--- config.mk ---
export PLATFORM = sky130hd
export DESIGN_NAME = cmp_scheduler
export DESIGN_NICKNAME = d
export VERILOG_FILES = /design/src/rtl/cmp_sched_pkg.sv /design/src/rtl/rr_arb2.sv /design/src/rtl/cmp_scheduler.sv
export SDC_FILE = /design/constraint.sdc
export NUM_CORES = 1
export LEC_CHECK = 0
export BUFFER_PORTS_ARGS = -buffer_cell sky130_fd_sc_hd__buf_2
export CAP_MARGIN = 20
export CORE_ASPECT_RATIO = 0.5
export CORE_MARGIN = 4
export CORE_UTILIZATION = 47
export DETAILED_ROUTE_END_ITERATION = 8
export PLACE_DENSITY = 0.86
export SYNTH_ARGS = -nofsm -noshare
export SYNTH_HDL_FRONTEND = slang
export SYNTH_SLANG_ARGS = --single-unit
--- constraint.sdc ---
create_clock -name clock -period 3.69 [get_ports clock]
set_clock_uncertainty 0.1 [all_clocks]
set_input_delay 0.1845 -clock clock [delete_from_list [all_inputs] [get_ports clock]]
set_output_delay 0.1845 -clock clock [all_outputs]
set_load 0.1 [all_outputs]
--- src/rtl/cmp_sched_pkg.sv ---
// rtl/cmp_sched_pkg.sv - shared constants and state type for the comparator scheduler
package cmp_sched_pkg;

  localparam int WIDTH_DEF = 32;
  localparam int OPW_DEF   = 3;

  localparam logic [2:0] CMP_EQ = 3'b000;
  localparam logic [2:0] CMP_GE = 3'b001;
  localparam logic [2:0] CMP_LE = 3'b010;
  localparam logic [2:0] CMP_GT = 3'b011;
  localparam logic [2:0] CMP_LT = 3'b100;
  localparam logic [2:0] CMP_NE = 3'b101;

  typedef enum logic [1:0] {
    IDLE = 2'd0,
    EXEC = 2'd1,
    RESP = 2'd2
  } state_e;

endpackage

--- src/rtl/rr_arb2.sv ---
// rtl/rr_arb2.sv - two-way round-robin pick; on a tie the requester that did not win last goes
module rr_arb2 (
  input  logic [1:0] req,
  input  logic       last,
  output logic [1:0] gnt,
  output logic       gnt_id
);

  always_comb begin
    gnt    = 2'b00;
    gnt_id = 1'b0;
    case (req)
      2'b01: begin gnt = 2'b01; gnt_id = 1'b0; end
      2'b10: begin gnt = 2'b10; gnt_id = 1'b1; end
      2'b11: begin
        gnt_id = ~last;
        gnt    = last ? 2'b01 : 2'b10;
      end
      default: begin gnt = 2'b00; gnt_id = 1'b0; end
    endcase
  end

endmodule

--- src/rtl/cmp_scheduler.sv ---
// rtl/cmp_scheduler.sv - shares one combinational comparator between two requesters
module cmp_scheduler
  import cmp_sched_pkg::*;
#(
  parameter int WIDTH = WIDTH_DEF,
  parameter int OPW   = OPW_DEF
) (
  input  logic             clock,
  input  logic             reset,
  input  logic             r0_valid,
  output logic             r0_ready,
  input  logic [WIDTH-1:0] r0_a,
  input  logic [WIDTH-1:0] r0_b,
  input  logic [OPW-1:0]   r0_op,
  output logic             r0_rsp_valid,
  output logic             r0_rsp_result,
  input  logic             r0_rsp_ready,
  input  logic             r1_valid,
  output logic             r1_ready,
  input  logic [WIDTH-1:0] r1_a,
  input  logic [WIDTH-1:0] r1_b,
  input  logic [OPW-1:0]   r1_op,
  output logic             r1_rsp_valid,
  output logic             r1_rsp_result,
  input  logic             r1_rsp_ready,
  output logic [WIDTH-1:0] cmp_a,
  output logic [WIDTH-1:0] cmp_b,
  output logic [OPW-1:0]   cmp_op,
  input  logic             cmp_result,
  output logic             busy,
  output logic             last_grant
);

  state_e           state_q, state_d;
  logic [WIDTH-1:0] a_q, a_d, b_q, b_d;
  logic [OPW-1:0]   op_q, op_d;
  logic             res_q, res_d;
  logic             owner_q, owner_d;
  logic             last_q, last_d;
  logic [1:0]       gnt;
  logic             gnt_id;
  logic             owner_rsp_ready;

  rr_arb2 u_arb (
    .req    ({r1_valid, r0_valid}),
    .last   (last_q),
    .gnt    (gnt),
    .gnt_id (gnt_id)
  );

  assign owner_rsp_ready = owner_q ? r1_rsp_ready : r0_rsp_ready;

  always_comb begin
    state_d = state_q;
    a_d     = a_q;
    b_d     = b_q;
    op_d    = op_q;
    res_d   = res_q;
    owner_d = owner_q;
    last_d  = last_q;
    case (state_q)
      IDLE: begin
        if (gnt != 2'b00) begin
          state_d = EXEC;
          owner_d = gnt_id;
          last_d  = gnt_id;
          a_d     = gnt_id ? r1_a  : r0_a;
          b_d     = gnt_id ? r1_b  : r0_b;
          op_d    = gnt_id ? r1_op : r0_op;
        end
      end
      EXEC: begin
        res_d   = cmp_result;
        state_d = RESP;
      end
      RESP: begin
        if (owner_rsp_ready) state_d = IDLE;
      end
      default: state_d = IDLE;
    endcase
  end

  // last_grant resets to 1 so requester 0 takes the first tie.
  always_ff @(posedge clock or negedge reset) begin
    if (!reset) begin
      state_q <= IDLE;
      a_q     <= '0;
      b_q     <= '0;
      op_q    <= '0;
      res_q   <= 1'b0;
      owner_q <= 1'b0;
      last_q  <= 1'b1;
    end else begin
      state_q <= state_d;
      a_q     <= a_d;
      b_q     <= b_d;
      op_q    <= op_d;
      res_q   <= res_d;
      owner_q <= owner_d;
      last_q  <= last_d;
    end
  end

  assign r0_ready      = (state_q == IDLE) && gnt[0];
  assign r1_ready      = (state_q == IDLE) && gnt[1];
  assign r0_rsp_valid  = (state_q == RESP) && !owner_q;
  assign r1_rsp_valid  = (state_q == RESP) &&  owner_q;
  assign r0_rsp_result = r0_rsp_valid & res_q;
  assign r1_rsp_result = r1_rsp_valid & res_q;
  assign cmp_a         = a_q;
  assign cmp_b         = b_q;
  assign cmp_op        = op_q;
  assign busy          = (state_q != IDLE);
  assign last_grant    = last_q;

endmodule

# ---- Word-level counts from Yosys, hierarchy flattened
# Cells that the tools add are included.
dict set report word_totals {
  word_cells 37
  input_bits 141
  out_inout_bits 75
  regBits 72
}
dict set report classes {
  eq_ne 7
  bitwise 3
  mux 10
  n_reduce_logical 10
}
# op count
set op_table {}
lappend op_table {{32-bit 2-to-1 mux} 2}
lappend op_table {{2-bit case mux with 3 select lines} 2}
lappend op_table {{2-bit == test (second input constant)} 3}
lappend op_table {{2-bit 2-to-1 mux} 3}
lappend op_table {{2-bit by 1-bit == test with 1-bit output (second input constant)} 2}
lappend op_table {{1-bit logical AND} 4}
lappend op_table {{2-bit inequality test (second input constant)} 2}
lappend op_table {{2-bit AND reduction} 2}
lappend op_table {{2-bit nonzero test} 2}
lappend op_table {{3-bit 2-to-1 mux} 1}
lappend op_table {{1-bit bitwise AND} 2}
lappend op_table {{2-bit logical NOT} 1}
lappend op_table {{1-bit case mux with 2 select lines} 1}
lappend op_table {{1-bit logical NOT} 1}
lappend op_table {{1-bit 2-to-1 mux} 1}
lappend op_table {{1-bit NOT} 1}

# ---- Depth between registers and ports, before layout
# Gate-level depths: netlist of run 1.
dict set report depth {
  ltp_word 5
  ltp_mapped 7
  mapped_depth_nobuf 3
}

# ---- Cells and area by module
# A second synthesis of run 1 with hierarchy kept.
dict set report unflattened {
  cells_unflattened 243
  area_unflattened_um2 3656.0
}
# module area_per_inst_um2 instances cells_each seq_area_each_um2
set modules_own_cells {}
lappend modules_own_cells {cmp_scheduler 3629.7 1 239 1803.0}
lappend modules_own_cells {rr_arb2 26.3 1 4 0.0}

# ---- Least setup slack after synthesis of run 1
# OpenSTA, ideal clock, no wires.
dict set report synth_path {
  path_type {reg2out}
  startpoint {register state_q[1]}
  endpoint {output r1_ready}
  arrival_time_ns 2.885
  stages_incl_launch_ff 5
  n_path_buf 1
  t_required_ns 3.405
  path_slack_ns 0.521
  path_cell_list {dfrtp_1 > nor2_1 > clkbuf_1 > inv_1 > nor2_1}
}
dict set report synth_via {
  elab_chain_cells 2
}
# element line
set synth_rtl {}
lappend synth_rtl {{from (decl)} cmp_scheduler.sv:34} ;# state_e state_q, state_d;
lappend synth_rtl {{from (signal assigned)} cmp_scheduler.sv:94} ;# state_q <= state_d;
lappend synth_rtl {{2-bit logical NOT} cmp_scheduler.sv:105} ;# assign r1_ready = (state_q == IDLE) && gnt[1];
lappend synth_rtl {{1-bit logical AND} cmp_scheduler.sv:105}
lappend synth_rtl {{to (decl)} cmp_scheduler.sv:19} ;# output logic r1_ready,
# Every way passes these cells.

# ---- Final worst setup path of run 1
dict set report layout_path {
  startpoint {register state_q[1]}
  endpoint {output r0_ready}
}
dict set report layout_via {
  elab_chain_cells 2
}
# element line
set layout_rtl {}
lappend layout_rtl {{2-bit logical NOT} cmp_scheduler.sv:104} ;# assign r0_ready = (state_q == IDLE) && gnt[0];
lappend layout_rtl {{1-bit logical AND} cmp_scheduler.sv:104}
lappend layout_rtl {{to (decl)} cmp_scheduler.sv:11} ;# output logic r0_ready,
# Every way passes these cells.

==> key figures, run 1 <==
Timing
  – Period utilization: 60.10%
  – Final setup fails: 0
  – Slew HR: 39.95%
  – Setup TNS: 0 ns
  – Worst slew pin tran: 0.9008 ns
  – Highest clock rate: 450.9 MHz
  – Slew Viols, Final: 0
  – Post-route worst setup slack: 1.472 ns
  – RSZ-0062 raised after global routing: no
  – Final min period: 2.218 ns
  – Final Hold Vio Count: 0

Synth
  – Register area share after synthesis: 51.08%
  – Yosys top cell area share: 50.34%
  – Most used DFF post-synth: dfrtp_1
  – Dominant cell type by area after synthesis: dfrtp_1
  – Area contributors post-synth: dfrtp_1 (50%), nand2_1 (14%), a21oi_1 (9.6%)
  – Async SR Flop Fraction: 100.0%
  – Syn Inst Count: 402
  – Synthesized flop and latch total: 72
  – EDFF count, synth: 0
  – Avg Cell Area, Syn: 8.780 um2
  – Syn Nets: 543
  – Synth Warn #: 0
  – Count of cell types in the netlist: 23
  – Syn Std Cell Area: 3530 um2

Detailed routing
  – WL per Instance: 15.81 um
  – Total wire length: 10950 um
  – ANT nets after route: 0
  – Via count: 3704
  – DRT Pass-1 Iters: 4
  – DRC Markers: 0
  – Initial DRC Count: 291
  – Vias per cell: 5.345

Place
  – Worst slack, placed: 1.528 ns
  – Port buffer count: 215
  – GPL Wtd Cong: 0.7609
  – DP Wirelength: 7613 um

Die
  – I/O pin cnt: 216
  – Initial Util: 50.50%
  – Die area: 9044 um2
  – Core Area: 6989 um2
  – Chip height: 69.28 um
  – Site row count: 21
  – Die width: 130.6 um

Critical path
  – Setup crit start kind: flop
  – Setup CP Type: reg -> out
  – Worst reg-to-reg setup slack: 1.49 ns
  – CP Data Arrival Time: 1.93 ns
  – CP endpoint kind: output port
  – Crit Path Max Fanout: 23
  – CP Data Required Time: 3.41 ns

Clock tree
  – CTS Buf Count: 9
  – CTS tree: done
  – Clock sinks: 72
  – Worst-skew pair later-pin latency: 0.32 ns
  – Root Buffer: clkbuf_16
  – # H-tree levels: 3
  – Clk buf depth: 2
  – Number of setup buffers added after CTS: 0
  – Clk slew on worst S/H paths: 0.06 ns

Worst hold path
  – Hold WC Path Type: in -> reg

Cells and area
  – Commonest non-fill, non-tap cell in the layout: buf_2
  – Antenna cells: 0
  – Most frequent cells in the layout: buf_2 (214), nand2_1 (136), dfrtp_1 (71), a21oi_1 (68), a31oi_1 (47)
  – Layout Nets: 737
  – Syn-to-layout area delta: 38.39%
  – Share of cells above drive strength 1: 43.59%
  – Final core utilization: 69.89%

Flow run
  – MaxCap Viol Count: 0

Global routing
  – Largest net degree at the start of global routing: 73
  – Vias in the first global route: 3614
  – Total GRT Usage: 23.55%
  – Grt ovf: 0
  – Wire length of the first global-routing pass: 17330 um
  – Initial antenna violation count: 0

Run status
  – Status: finished clean
registers in the layout, indices dropped and copies added (netlist names):
name and count:
res_q 1, cmp_a 32, cmp_op 3, last_grant 1, cmp_b 32, owner_q 1
state_q 2
synthesized netlist by cell type, types with 2 or more instances:
cell	instances
nand2_1	136
dfrtp_1	71
a21oi_1	68
a31oi_1	47
a31oi_2	20
clkbuf_1	18
buf_2	16
buf_6	4
nor2_1	4
nor2b_1	3
a21bo_2	2
and3_1	2
stage by stage:
| step | cell area [um2] | hold slack (ns) | std cells |
|---|---|---|---|
| detailed placement | 4579 | 0.2672 | 675 |
| floorplan | 3530 | -0.2111 | 402 |
| global route | 4885 | 0.004518 | 693 |
| CTS | 4885 | 0.003249 | 693 |
| global placement | 4579 | 0.2710 | 675 |
| finish | 4885 | 0.01135 | 693 |
metal layers:
metal | vias up | GRT usage [%] | part of all wire [%]
met5 | - | 0 | 0
met4 | 0 | 10.49 | 3.9
met3 | 39 | 4.692 | 5.6
met2 | 155 | 40.82 | 51
met1 | 1726 | 28.13 | 39
li1 | 1784 | - | -
final cells by class:
cell class,count,area [um2]
clock inverters,3,15.01
repair buffers,221,1129
fillers,600,2105
well taps,92,115.1
inverters,1,3.754
multi-input cells,291,1549
flip-flops and latches,72,1803
clock buffers,13,270.3
worst paths after layout:
check                            end  startpoint  cells after the start
max                         r0_ready  state_q[1]                      3
max reg2reg                cmp_op[1]  state_q[1]                      3
min in group asynchronous  cmp_a[17]       reset                      2
min reg2reg                    res_q       res_q                      1
min                         cmp_a[4]     r0_a[4]                      3
max in group asynchronous  cmp_b[24]       reset                      2
kinds of logic after synthesis:
family | Yosys count | share of synthesized area, %
muxes | 2 | 0.6026
buffers and inverters | 39 | 5.565
AOI/OAI and AO/OA | 140 | 26.20
DFF | 72 | 51.08
and+or+nand+nor | 149 | 16.55
critical path, cell delays in order (launching register included):
cell     delay (ns)
dfrtp_1        0.41
nor2_4         0.46
and3_1         0.29
buf_2          0.44
what timing repair did:
| item | 4_1_cts | 5_1_grt |
|---|---|---|
| hold buffers | 2 | 0 |
| gates resized for setup | 0 | 0 |
| hold endpoints to repair | 72 | 0 |
Power of run 1 is not shown: default switching activity piles up to over one toggle a cycle in this logic, so the estimate is an artifact.
==> inputs of run 2 (changes only) <==
--- a/config.mk
+++ b/config.mk
@@ -5,13 +5,14 @@
 export SDC_FILE = /design/constraint.sdc
 export NUM_CORES = 1
 export LEC_CHECK = 0
+export ABC_AREA = 1
 export BUFFER_PORTS_ARGS = -buffer_cell sky130_fd_sc_hd__buf_2
 export CAP_MARGIN = 20
 export CORE_ASPECT_RATIO = 0.5
 export CORE_MARGIN = 4
-export CORE_UTILIZATION = 47
+export CORE_UTILIZATION = 44
 export DETAILED_ROUTE_END_ITERATION = 8
-export PLACE_DENSITY = 0.86
+export PLACE_DENSITY = 0.8
 export SYNTH_ARGS = -nofsm -noshare
 export SYNTH_HDL_FRONTEND = slang
 export SYNTH_SLANG_ARGS = --single-unit
==> constraint.sdc (replaced) <==
create_clock -name clock -period 2.1 [get_ports clock]
set_clock_uncertainty 0.1 [all_clocks]
set_input_delay 0.105 -clock clock [delete_from_list [all_inputs] [get_ports clock]]
set_output_delay 0.105 -clock clock [all_outputs]
set_load 0.1 [all_outputs]
==> run 2 against run 1 <==
  * Via count increased by 26%
  * Final area increased by 24%
  * Global-route usage increased by 2.4 points
  * Area after synthesis increased by 5.9%
  * Die area increased by 12%
  * Sequential share of layout area decreased by 7.1 points
  * Setup slack got worse by 1.3 ns
  * Register-to-register slack got worse by 1.1 ns
  * Synthesized cell count increased by 35%
  * Cell count increased by 36%
  * Core utilization increased by 4.6 points
  * Largest cell class is now buffers
==> key figures, run 2 <==
Run status
  – Status: finished clean

Critical path
  – CP Data Arrival Time: 1.73 ns
  – Setup CP Type: reg -> out
  – Setup crit start kind: flop
  – Worst reg-to-reg setup slack: 0.37 ns
  – Worst R2R Path Depth: 6
  – CP endpoint kind: output port
  – CP Data Required Time: 1.89 ns
  – Worst r2r src: last_grant
  – Reg-to-Reg End: cmp_b[5]
  – Crit Path Max Fanout: 22

Detailed routing
  – Total wire length: 13310 um
  – DRT Pass-1 Iters: 5
  – WL per Instance: 14.15 um
  – ANT nets after route: 0
  – Via count: 4664
  – Vias per cell: 4.956
  – DRC Markers: 0
  – Initial DRC Count: 251

Timing
  – Highest clock rate: 517.1 MHz
  – Worst Hold Slack: 0.005656 ns
  – Period utilization: 92.10%
  – RSZ-0062 raised after global routing: no
  – Final setup fails: 0
  – Slew Viols, Final: 0
  – Worst slew pin tran: 0.6760 ns
  – Final min period: 1.934 ns
  – Slew HR: 54.93%
  – Final Hold Vio Count: 0

Die
  – Site row count: 23
  – Core Area: 8144 um2
  – I/O pin cnt: 216
  – Chip height: 73.18 um
  – Initial Util: 45.91%
  – Die width: 138.4 um
  – Die area: 10130 um2

Worst hold path
  – Hold EP: cmp_a[9]
  – Worst Hold Launch: r1_a[9]
  – Hold path depth: 5
  – Hold WC Path Type: in -> reg

Global routing
  – Initial antenna violation count: 0
  – Total GRT Usage: 26.00%
  – Grt ovf: 0
  – Largest net degree at the start of global routing: 68
  – Wire length of the first global-routing pass: 21340 um
  – Vias in the first global route: 4553

Synth
  – Most frequent cell after synthesis: nand2_1
  – Syn Inst Count: 541
  – Post-Synth XOR/XNOR Area: 0%
  – Synthesized flop and latch total: 72
  – Synth Warn #: 0
  – Syn Std Cell Area: 3739 um2
  – Commonest cells in the synthesized netlist: nand2_1 (343), dfrtp_1 (71), nand3_1 (68)
  – Most used DFF post-synth: dfrtp_1
  – Post-synthesis adder-cell area fraction: 0%
  – Area contributors post-synth: dfrtp_1 (48%), nand2_1 (34%), nand3_1 (9.1%)
  – Syn Nets: 682
  – Yosys top cell area share: 47.52%
  – Dominant cell type by area after synthesis: dfrtp_1
  – Avg Cell Area, Syn: 6.911 um2
  – Simple-gate share of the synthesized area: 45.28%
  – Post-synthesis mux area share: 0%
  – Count of cell types in the netlist: 17
  – Main combinational cell family by area after synthesis: simple AND/OR/NAND/NOR gates
  – EDFF count, synth: 0
  – Register area share after synthesis: 48.23%
  – Async SR Flop Fraction: 100.0%
  – Synth Area in Compound Gates: 0.5020%

Clock tree
  – Clk slew on worst S/H paths: 0.05 ns
  – Number of setup buffers added after CTS: 0
  – Hold buffer count at cts: 85
  – Clk buf depth: 2
  – CTS Buf Count: 9
  – Worst-skew pair later-pin latency: 0.33 ns
  – # H-tree levels: 3
  – CTS resizes: 0
  – CTS tree: done
  – Root Buffer: clkbuf_16
  – Clock sinks: 72

Flow run
  – MaxCap Viol Count: 0

Place
  – Placed instance count: 843
  – DP Wirelength: 7948 um
  – GPL Wtd Cong: 0.8161
  – Placed cell area: 4951 um2
  – Port buffer count: 215

Cells and area
  – Final core utilization: 74.45%
  – Commonest non-fill, non-tap cell in the layout: nand2_1
  – Most frequent cells in the layout: nand2_1 (343), buf_2 (212), dlygate4sd3_1 (85), dfrtp_1 (71), nand3_1 (68)
  – Final non-filler cell total: 941
  – Antenna cells: 0
  – Share of cells above drive strength 1: 29.92%
  – Final Cell Area: 6063 um2
  – Layout Nets: 968
  – Area of the multi-input gates: 1743 um2
  – Filler Cell Count: 602
  – Syn-to-layout area delta: 62.18%
  – FF+latch area: 1807 um2
run 2: kinds of logic (layout without fill, tap and decap cells):
kind of cell,Yosys count,after routing
AOI/OAI and AO/OA,3,3
buffers and inverters,44,332
DFF,72,72
and+or+nand+nor,422,422
run 2: metrics by stage:
stage	setup TNS (ns)	setup slack (ns)
after floorplan	-0.1718	-0.1718
after global placement	0	0.4876
after detailed placement	0	0.4633
after CTS	0	0.1545
after global routing	0	0.1155
final	0	0.1660
run 2: layout make-up:
cell class                      count  share of cell area [%]
Clock inverter                      1                 0.08254
Inverter                            8                  0.5365
Clock buffer                       12                   4.230
Multi-Input combinational cell    425                   28.75
Sequential cell                    72                   29.80
Timing Repair Buffer              311                   34.30
Tap cell                          112                   2.311
run 2: worst max path at each step:
stage	start	to	slack, ns	cells after the start
global route	last_grant	r0_ready	0.12	5
floorplan	last_grant	r0_ready	-0.17	6
finish	last_grant	r0_ready	0.17	5
CTS	last_grant	r0_ready	0.15	5
detailed placement	last_grant	cmp_a[16]	0.46	6
global placement	last_grant	cmp_a[16]	0.49	6
run 2: worst max-delay path, cell delays in order, from the launching register on:
cell and delay, ns:
dfstp_4 0.63, nand2_4 0.06, nand2_4 0.23, inv_4 0.05, nor3_4 0.22, buf_12 0.20
run 2: routing by layer:
layer  track usage (%)  up-vias  share of wire (%)
met5                 0        -                  0
met4             13.80        0                4.5
met3             6.937       75                6.4
met2             48.27      243                 52
met1             27.84     2111                 37
li1                  -     2235                  -
Power of run 2 is left out for the same reason.
